[config.mk]
export PLATFORM = sky130hd
export DESIGN_NAME = param_scan_fifo
export DESIGN_NICKNAME = d
export VERILOG_FILES = /design/src/rtl/param_scan_fifo.sv
export SDC_FILE = /design/constraint.sdc
export NUM_CORES = 1
export LEC_CHECK = 0
export ABC_AREA = 0
export CORE_MARGIN = 4
export CORE_UTILIZATION = 63
export CTS_CLUSTER_DIAMETER = 150
export DETAILED_ROUTE_END_ITERATION = 6
export GPL_ROUTABILITY_DRIVEN = 0
export PLACE_DENSITY_LB_ADDON = 0.12
export SLEW_MARGIN = 0
export SYNTH_ARGS = -nofsm -noshare
export SYNTH_HDL_FRONTEND = slang
export SYNTH_SLANG_ARGS = --single-unit
[constraint.sdc]
create_clock -name clock -period 4.4 [get_ports clock]
set_input_delay 1.1 -clock clock [delete_from_list [all_inputs] [get_ports clock]]
set_output_delay 1.1 -clock clock [all_outputs]
set_load 0.01 [all_outputs]
[src/rtl/param_scan_fifo.sv]
// Parametrised synchronous FIFO with occupancy count, programmable almost flags,
// sticky overflow/underflow, and a full-storage scan chain selected by TM.
module param_scan_fifo #(
    parameter int WIDTH    = 9,
    parameter int DEPTH    = 8,
    parameter int AF_LEVEL = DEPTH - 2,
    parameter int AE_LEVEL = 2
) (
    input  logic                     clock,
    input  logic                     reset,
    input  logic                     push,
    input  logic                     pop,
    input  logic [WIDTH-1:0]         din,
    output logic [WIDTH-1:0]         dout,
    output logic                     full,
    output logic                     empty,
    output logic                     almost_full,
    output logic                     almost_empty,
    output logic [$clog2(DEPTH):0]   count,
    output logic                     overflow,
    output logic                     underflow,
    input  logic                     TM,
    input  logic                     SI,
    output logic                     SO
);

    localparam int AW = $clog2(DEPTH);
    localparam int CW = AW + 1;
    localparam int MW = DEPTH * WIDTH;
    localparam int CL = MW + WIDTH;

    // Storage is one flat vector so that entry i, bit b sits at chain position i*WIDTH+b.
    logic [MW-1:0]  mem_flat;
    logic [AW-1:0]  wr_ptr;
    logic [AW-1:0]  rd_ptr;
    logic [CL:0]    chain_shift;
    logic           push_ok;
    logic           pop_ok;

    assign full         = (count == CW'(DEPTH));
    assign empty        = (count == '0);
    assign almost_full  = (count >= CW'(AF_LEVEL));
    assign almost_empty = (count <= CW'(AE_LEVEL));

    assign pop_ok  = pop && !empty;
    assign push_ok = push && (!full || pop);

    // Chain shifted by one: SI enters at bit 0, the top bit falls out as SO.
    assign chain_shift = {dout, mem_flat, SI};
    assign SO          = chain_shift[CL];

    // Memory has no reset value; it simply holds while reset is asserted.
    always_ff @(posedge clock or negedge reset) begin
        if (!reset) begin
            wr_ptr    <= '0;
            rd_ptr    <= '0;
            count     <= '0;
            dout      <= '0;
            overflow  <= 1'b0;
            underflow <= 1'b0;
        end else if (TM) begin
            mem_flat <= chain_shift[MW-1:0];
            dout     <= chain_shift[CL-1:MW];
        end else begin
            if (push_ok) begin
                mem_flat[wr_ptr*WIDTH +: WIDTH] <= din;
                wr_ptr <= wr_ptr + 1'b1;
            end
            if (pop_ok) begin
                dout   <= mem_flat[rd_ptr*WIDTH +: WIDTH];
                rd_ptr <= rd_ptr + 1'b1;
            end
            if (push && !push_ok) begin
                overflow <= 1'b1;
            end
            if (pop && !pop_ok) begin
                underflow <= 1'b1;
            end
            case ({push_ok, pop_ok})
                2'b10:   count <= count + 1'b1;
                2'b01:   count <= count - 1'b1;
                default: count <= count;
            endcase
        end
    end

endmodule

==> flow_metrics.py, run 1 <==
metrics = {
    "die": {
        "die_width_um": 95.9,
        "dieArea_sq_mm": 0.00920,
        "initial_core_util_pct": 66.1,
        "core-area_sq_mm": 0.00737,
        "io_pins": 35,
        "dieHeight_um": 95.9,
        "rows": 31,
    },
    "synthesis": {
        "yosys_warnings": 0,
        "ys_top_cells_by_area": "edfxtp_1 44%, dfrtp_1 11%, a22o_1 9.7%, mux4_1 4.9%, mux4_2 4.2%",
        "async_flop_share_pct": 22.6,
        "synth_top_area_share_pct": 44.4,
        "synth_nets": 390,
        "synth_edf_count": 72,
        "synth_seq_area_share_pct": 55.2,
        "ys_ff_latch": 93,
        "synth_top_flop_cell": "edfxtp_1",
        "syn_area_sq_mm": 0.00487,
        "syn_area_per_cell_sq_um": 13.3,
        "synth_cell_types": 44,
        "syn_inst": 366,
        "post-synth-top-area-cell": "edfxtp_1",
    },
    "layout": {
        "drive_gt1_share_pct": 9.61,
        "final_cells": 484,
        "fill_cells": 515,
        "stdcell_area_sq_mm": 0.00533,
        "diodes": 0,
        "fin_nets": 404,
        "synthToLayoutAreaGrowth_pct": 9.38,
    },
    "grt": {
        "overflow": 0,
        "grt_max_degree": 68,
        "grt_usage_pct": 24.5,
        "grt_antenna_before_repair": 0,
        "grt_pass1_wl_um": 16400,
        "grt_pass1_vias": 3018,
    },
    "flow_run": {
        "maxCapViolations": 0,
    },
    "placement": {
        "place_ws_ns": 1.06,
        "placed_cell_area_sq_mm": 0.00513,
        "portBuffers": 34,
        "hpwl_um": 7410,
        "place_inst": 468,
    },
    "timing": {
        "hold_violations": 0,
        "fin_crit_sh_pct": 69.1,
        "slew_headroom_pct": 29.9,
        "setup_slack_ns": 1.36,
        "drv_slew": 0,
        "fin_crit_ns": 3.04,
        "clock_skew_ns": 0.0141,
        "finalSetupViolations": 0,
        "rsz0062_at_grt": "false",
        "setup-tns-final_ns": 0,
        "worst_slew_pin_slew_ns": 1.05,
        "fmax_mhz": 329,
    },
    "clocking": {
        "cts_resized": 0,
        "post_cts_buffers": 0,
        "cts_buffers": 9,
        "clk_latency_ns": 0.36,
        "cts_max_level": 3,
        "clockBufferDepth": 2,
        "clkTransAtPathRegs_ns": 0.10,
        "cts_tree": "yes",
        "hold_buffers": 0,
        "clock_tree.root_cell": "clkbuf_8",
        "clock-sinks": 93,
    },
    "worst_setup_path": {
        "end_kind": "output pin",
        "critPathLaunchType": "flop",
        "crit_type": "flop to output pin",
        "arrival_ns": 1.94,
        "crit_required_ns": 3.30,
        "path_max_fanout": 9,
    },
    "routing": {
        "routed_wl_um": 10600,
        "final_antenna_net_count": 0,
        "initialDrtViolationCount": 336,
        "via_per_inst": 6.74,
        "detailroute.via_count": 3264,
        "first_pass_iters": 5,
        "wl_per_cell_um": 21.9,
        "drc": 0,
    },
    "pwr": {
        "vdd_drop_max_mv": 0.258,
        "power_per_cell_area_mw_per_mm2": 575,
        "power_leakage_nw": 1.93,
        "fin_total_pwr_w": 0.00306,
    },
    "worst_hold_path": {
        "min_path_type": "flop to flop",
    },
    "outcome": {
        "status": "complete, no violations",
    },
}
## worst paths after layout
kind / start / to / slack, ns / cells after the start
max reg2reg: wr_ptr[0] / mem_flat[36] / 1.47 / 6
max: count[0] / full / 1.36 / 2
min: underflow / underflow / 0.49 / 1
min reg2reg: underflow / underflow / 0.49 / 1
min in group asynchronous: reset / count[2] / 1.08 / 2
max in group asynchronous: reset / wr_ptr[2] / 3.08 / 2
## cell families after synthesis
group	after synthesis	synth area share (%)
XOR/XNOR	11	1.98
AND/OR/NAND/NOR	86	8.19
flip-flops	93	55.2
AO/OA/AOI/OAI	98	15.9
adder cells (fa/ha/maj)	9	2.31
buffers and inverters	39	4.85
multiplexers	30	11.6
## cell usage after synthesis (4+ instances only)
master,instances
mux2i_1,9
inv_1,6
mux4_2,9
a22o_1,54
a221o_1,9
nor2_1,29
a21oi_1,7
nand2_1,40
buf_4,9
mux4_1,9
xnor2_1,6
clkbuf_1,14
xor2_1,5
ha_1,9
dfrtp_1,21
edfxtp_1,72
o21ai_0,17
buf_2,4
## layout make-up
type	instances	area (sq um)	share of cell area [%]
inverter	6	22.5	0.423
sequential	93	2690	50.4
multi-input combinational	234	1950	36.5
clock inverter	4	27.5	0.517
tap	99	124	2.33
timing repair buffer	36	353	6.62
clock buffer	12	166	3.12
## where the power goes
part	total (W)	internal (W)	leakage, nW	switching (W)
combinational	0.00107	0.000593	0.892	0.000474
sequential	0.00144	0.00115	0.940	0.000283
clock	0.000559	0.000257	0.0985	0.000302
total	0.00306	0.00200	1.93	0.00106
## placed cells by master (no fill, tap or decap), types with 2 or more instances in the layout
| master | synthesis | routed |
|---|---|---|
| mux4_1 | 9 | 9 |
| a31o_2 | 2 | 2 |
| a22o_1 | 54 | 54 |
| mux2i_1 | 9 | 9 |
| nor2_1 | 29 | 29 |
| buf_4 | 9 | 3 |
| xor2_1 | 5 | 5 |
| xnor2_1 | 6 | 6 |
| o21ai_1 | 3 | 3 |
| nor4bb_1 | 2 | 2 |
| nand3b_1 | 2 | 2 |
| dfrtp_1 | 21 | 21 |
| mux4_2 | 9 | 9 |
| inv_1 | 6 | 6 |
| nand2_1 | 40 | 40 |
| clkbuf_8 | 2 | 10 |
| o21ai_0 | 17 | 17 |
| a221o_1 | 9 | 9 |
| mux2_2 | 3 | 3 |
| nand3_1 | 2 | 2 |
| clkdlybuf4s50_1 | 0 | 33 |
| nor2b_1 | 2 | 2 |
| edfxtp_1 | 72 | 72 |
| ha_1 | 9 | 9 |
| a21oi_1 | 7 | 7 |
## worst max-delay path: stages (launching register included)
cell             delay (ns)
dfrtp_1                0.52
nor4b_2                0.44
clkdlybuf4s50_1        0.61
## metal layers
| metal | vias up | GRT usage (%) | share of wire (%) |
|---|---|---|---|
| li1 | 1445 | - | - |
| met1 | 1603 | 37.2 | 45 |
| met2 | 197 | 35.0 | 43 |
| met3 | 19 | 4.77 | 10 |
| met4 | 0 | 8.89 | 2.3 |
| met5 | - | 1.79 | 0 |
## per-stage QoR
stage	util [%]	hold WS [ns]
finish	72.3	0.485
global route	72.3	0.494
CTS	72.3	0.487
detailed placement	69.7	0.468
global placement	69.7	0.450
floorplan	-	0.477
## sequential cells by signal, indices dropped and copies added (netlist names)
| register | flops |
|---|---|
| wr_ptr | 3 |
| count | 4 |
| dout | 9 |
| rd_ptr | 3 |
| overflow | 1 |
| mem_flat | 72 |
| underflow | 1 |
No activity file was read; power rests on OpenSTA's default activity.
==> run 2, diff against run 1 <==
--- a/config.mk
+++ b/config.mk
@@ -7,7 +7,7 @@
 export LEC_CHECK = 0
 export ABC_AREA = 0
 export CORE_MARGIN = 4
-export CORE_UTILIZATION = 63
+export CORE_UTILIZATION = 59
 export CTS_CLUSTER_DIAMETER = 150
 export DETAILED_ROUTE_END_ITERATION = 6
 export GPL_ROUTABILITY_DRIVEN = 0
==> constraint.sdc (replaced) <==
create_clock -name clock -period 3 [get_ports clock]
set_input_delay 0.75 -clock clock [delete_from_list [all_inputs] [get_ports clock]]
set_output_delay 0.75 -clock clock [all_outputs]
set_load 0.01 [all_outputs]
==> flow_metrics.py, run 2 (synthesis gave the netlist of run 1 again) <==
metrics = {
    "outcome": {
        "status": "complete, no violations",
    },
    "timing": {
        "rsz0062_at_grt": "false",
        "finalSetupViolations": 0,
        "fin_crit_sh_pct": 91.6,
        "clock_skew_ns": 0.0107,
        "hold_violations": 0,
        "setup_slack_ns": 0.253,
        "worst_slew_pin_slew_ns": 0.725,
        "setup-tns-final_ns": 0,
        "drv_slew": 0,
        "fmax_mhz": 364,
        "slew_headroom_pct": 51.5,
        "fin_crit_ns": 2.75,
    },
    "placement": {
        "hpwl_um": 7340,
        "place_ws_ns": 0.114,
        "portBuffers": 34,
        "placed_cell_area_sq_mm": 0.00529,
    },
    "worst_setup_path": {
        "r2r.worst_path.cells": 9,
        "rrSetupSlack_ns": 0.44,
        "crit_type": "flop to output pin",
        "regToRegStartpoint": "count[1]",
        "crit_start": "count[1]",
        "end_kind": "output pin",
        "critPathLaunchType": "flop",
        "path_max_fanout": 11,
        "arrival_ns": 2.00,
        "crit_required_ns": 2.25,
        "worst_r2r_endpoint": "count[3]",
        "crit_end": "full",
    },
    "layout": {
        "multi_input_area_sq_mm": 0.00195,
        "fin_nets": 424,
        "regArea_sq_mm": 0.00269,
        "largest_reg_flops": 72,
        "layout_commonest_cell": "edfxtp_1",
        "top_register": "mem_flat",
        "stdcell_area_sq_mm": 0.00548,
        "diodes": 0,
        "fill_cells": 596,
        "drive_gt1_share_pct": 14.1,
        "top_regs": "mem_flat (72), dout (9), count (4)",
        "synthToLayoutAreaGrowth_pct": 12.6,
        "fin_util_pct": 69.5,
        "final_cell_mix": "72 x edfxtp_1, 54 x a22o_1, 40 x nand2_1, 33 x clkdlybuf4s50_1, 29 x nor2_1",
    },
    "clocking": {
        "clock-sinks": 93,
        "cts_resized": 0,
        "post_cts_buffers": 0,
        "cts_buffers": 9,
        "cts_max_level": 3,
        "clockBufferDepth": 2,
        "hold_buffers": 0,
        "clock_tree.root_cell": "clkbuf_8",
        "clk_latency_ns": 0.37,
        "cts_tree": "yes",
        "clkTransAtPathRegs_ns": 0.10,
    },
    "die": {
        "dieArea_sq_mm": 0.00977,
        "die_width_um": 98.9,
        "dieHeight_um": 98.9,
        "initial_core_util_pct": 61.8,
        "io_pins": 35,
        "core-area_sq_mm": 0.00789,
        "rows": 32,
    },
    "grt": {
        "grt_usage_pct": 23.8,
        "grt_pass1_vias": 3184,
        "overflow": 0,
        "grt_antenna_before_repair": 0,
        "grt_pass1_wl_um": 17900,
        "grt_max_degree": 66,
    },
    "routing": {
        "wl_per_cell_um": 21.6,
        "drc": 0,
        "detailroute.via_count": 3274,
        "first_pass_iters": 5,
        "final_antenna_net_count": 0,
        "routed_wl_um": 11000,
        "initialDrtViolationCount": 271,
        "via_per_inst": 6.46,
    },
    "worst_hold_path": {
        "whs_path_depth": 1,
        "min_path_type": "flop to flop",
    },
    "flow_run": {
        "maxCapViolations": 0,
    },
    "pwr": {
        "vdd_drop_max_mv": 0.329,
        "power_per_cell_area_mw_per_mm2": 838,
        "power_leakage_nw": 2.04,
    },
}
==> run 2: cell count changes in the layout (fill, tap and decap cells not counted) <==
cell | previous run | this run
clkinv_4 | 0 | 2
buf_4 | 3 | 23
clkinvlp_4 | 1 | 0
inv_6 | 1 | 0
==> run 2: power breakdown <==
part,switching [W],internal (W)
registers,0.000297,0.00169
logic,0.000847,0.000927
clock network,0.000457,0.000378
==> run 2: worst min path at each step <==
stage | startpoint | to | slack (ns)
2_1_floorplan | reset | count[0] | 0.45
3_3_place_gp | underflow | underflow | 0.46
3_5_place_dp | overflow | overflow | 0.46
4_1_cts | overflow | overflow | 0.48
5_1_grt | overflow | overflow | 0.51
6_report | overflow | overflow | 0.47
==> run 2: per-stage QoR <==
| step | hold WS [ns] | std cells | power, W |
|---|---|---|---|
| after CTS | 0.477 | 507 | 0.00461 |
| after floorplan | 0.454 | 366 | 0.00319 |
| after global placement | 0.456 | 491 | 0.00374 |
| after global routing | 0.507 | 507 | 0.00485 |
| after detailed placement | 0.457 | 491 | 0.00378 |
| final | 0.470 | 507 | 0.00459 |
==> run 2: metal layers <==
layer  routed length (um)  vias to the layer above  GRT usage (%)
met5                    0                        -              0
met2                 5120                      164           36.2
li1                     -                     1484              -
met3                  923                       21           4.60
met4                  290                        0           8.93
met1                 4630                     1605           34.0
==> run 2: final cells by class <==
type	instances	area share, %
sequential	93	49.0
multi-input combinational	234	35.5
timing repair buffer	56	9.17
clock buffer	12	3.04
tap	102	2.33
clock inverter	4	0.525
inverter	6	0.411
==> run 2: critical path, stage by stage, from the launching register on <==
cell and delay (ns):
dfrtp_1 0.54, nor4b_2 0.47, clkdlybuf4s50_1 0.62
==> run 3, diff against run 2 <==
--- a/config.mk
+++ b/config.mk
@@ -6,6 +6,7 @@
 export NUM_CORES = 1
 export LEC_CHECK = 0
 export ABC_AREA = 0
+export CAP_MARGIN = 40
 export CORE_MARGIN = 4
 export CORE_UTILIZATION = 59
 export CTS_CLUSTER_DIAMETER = 150
==> results of run 3 <==
No change in the layout: final DEF, timing and power equal those of run 2.
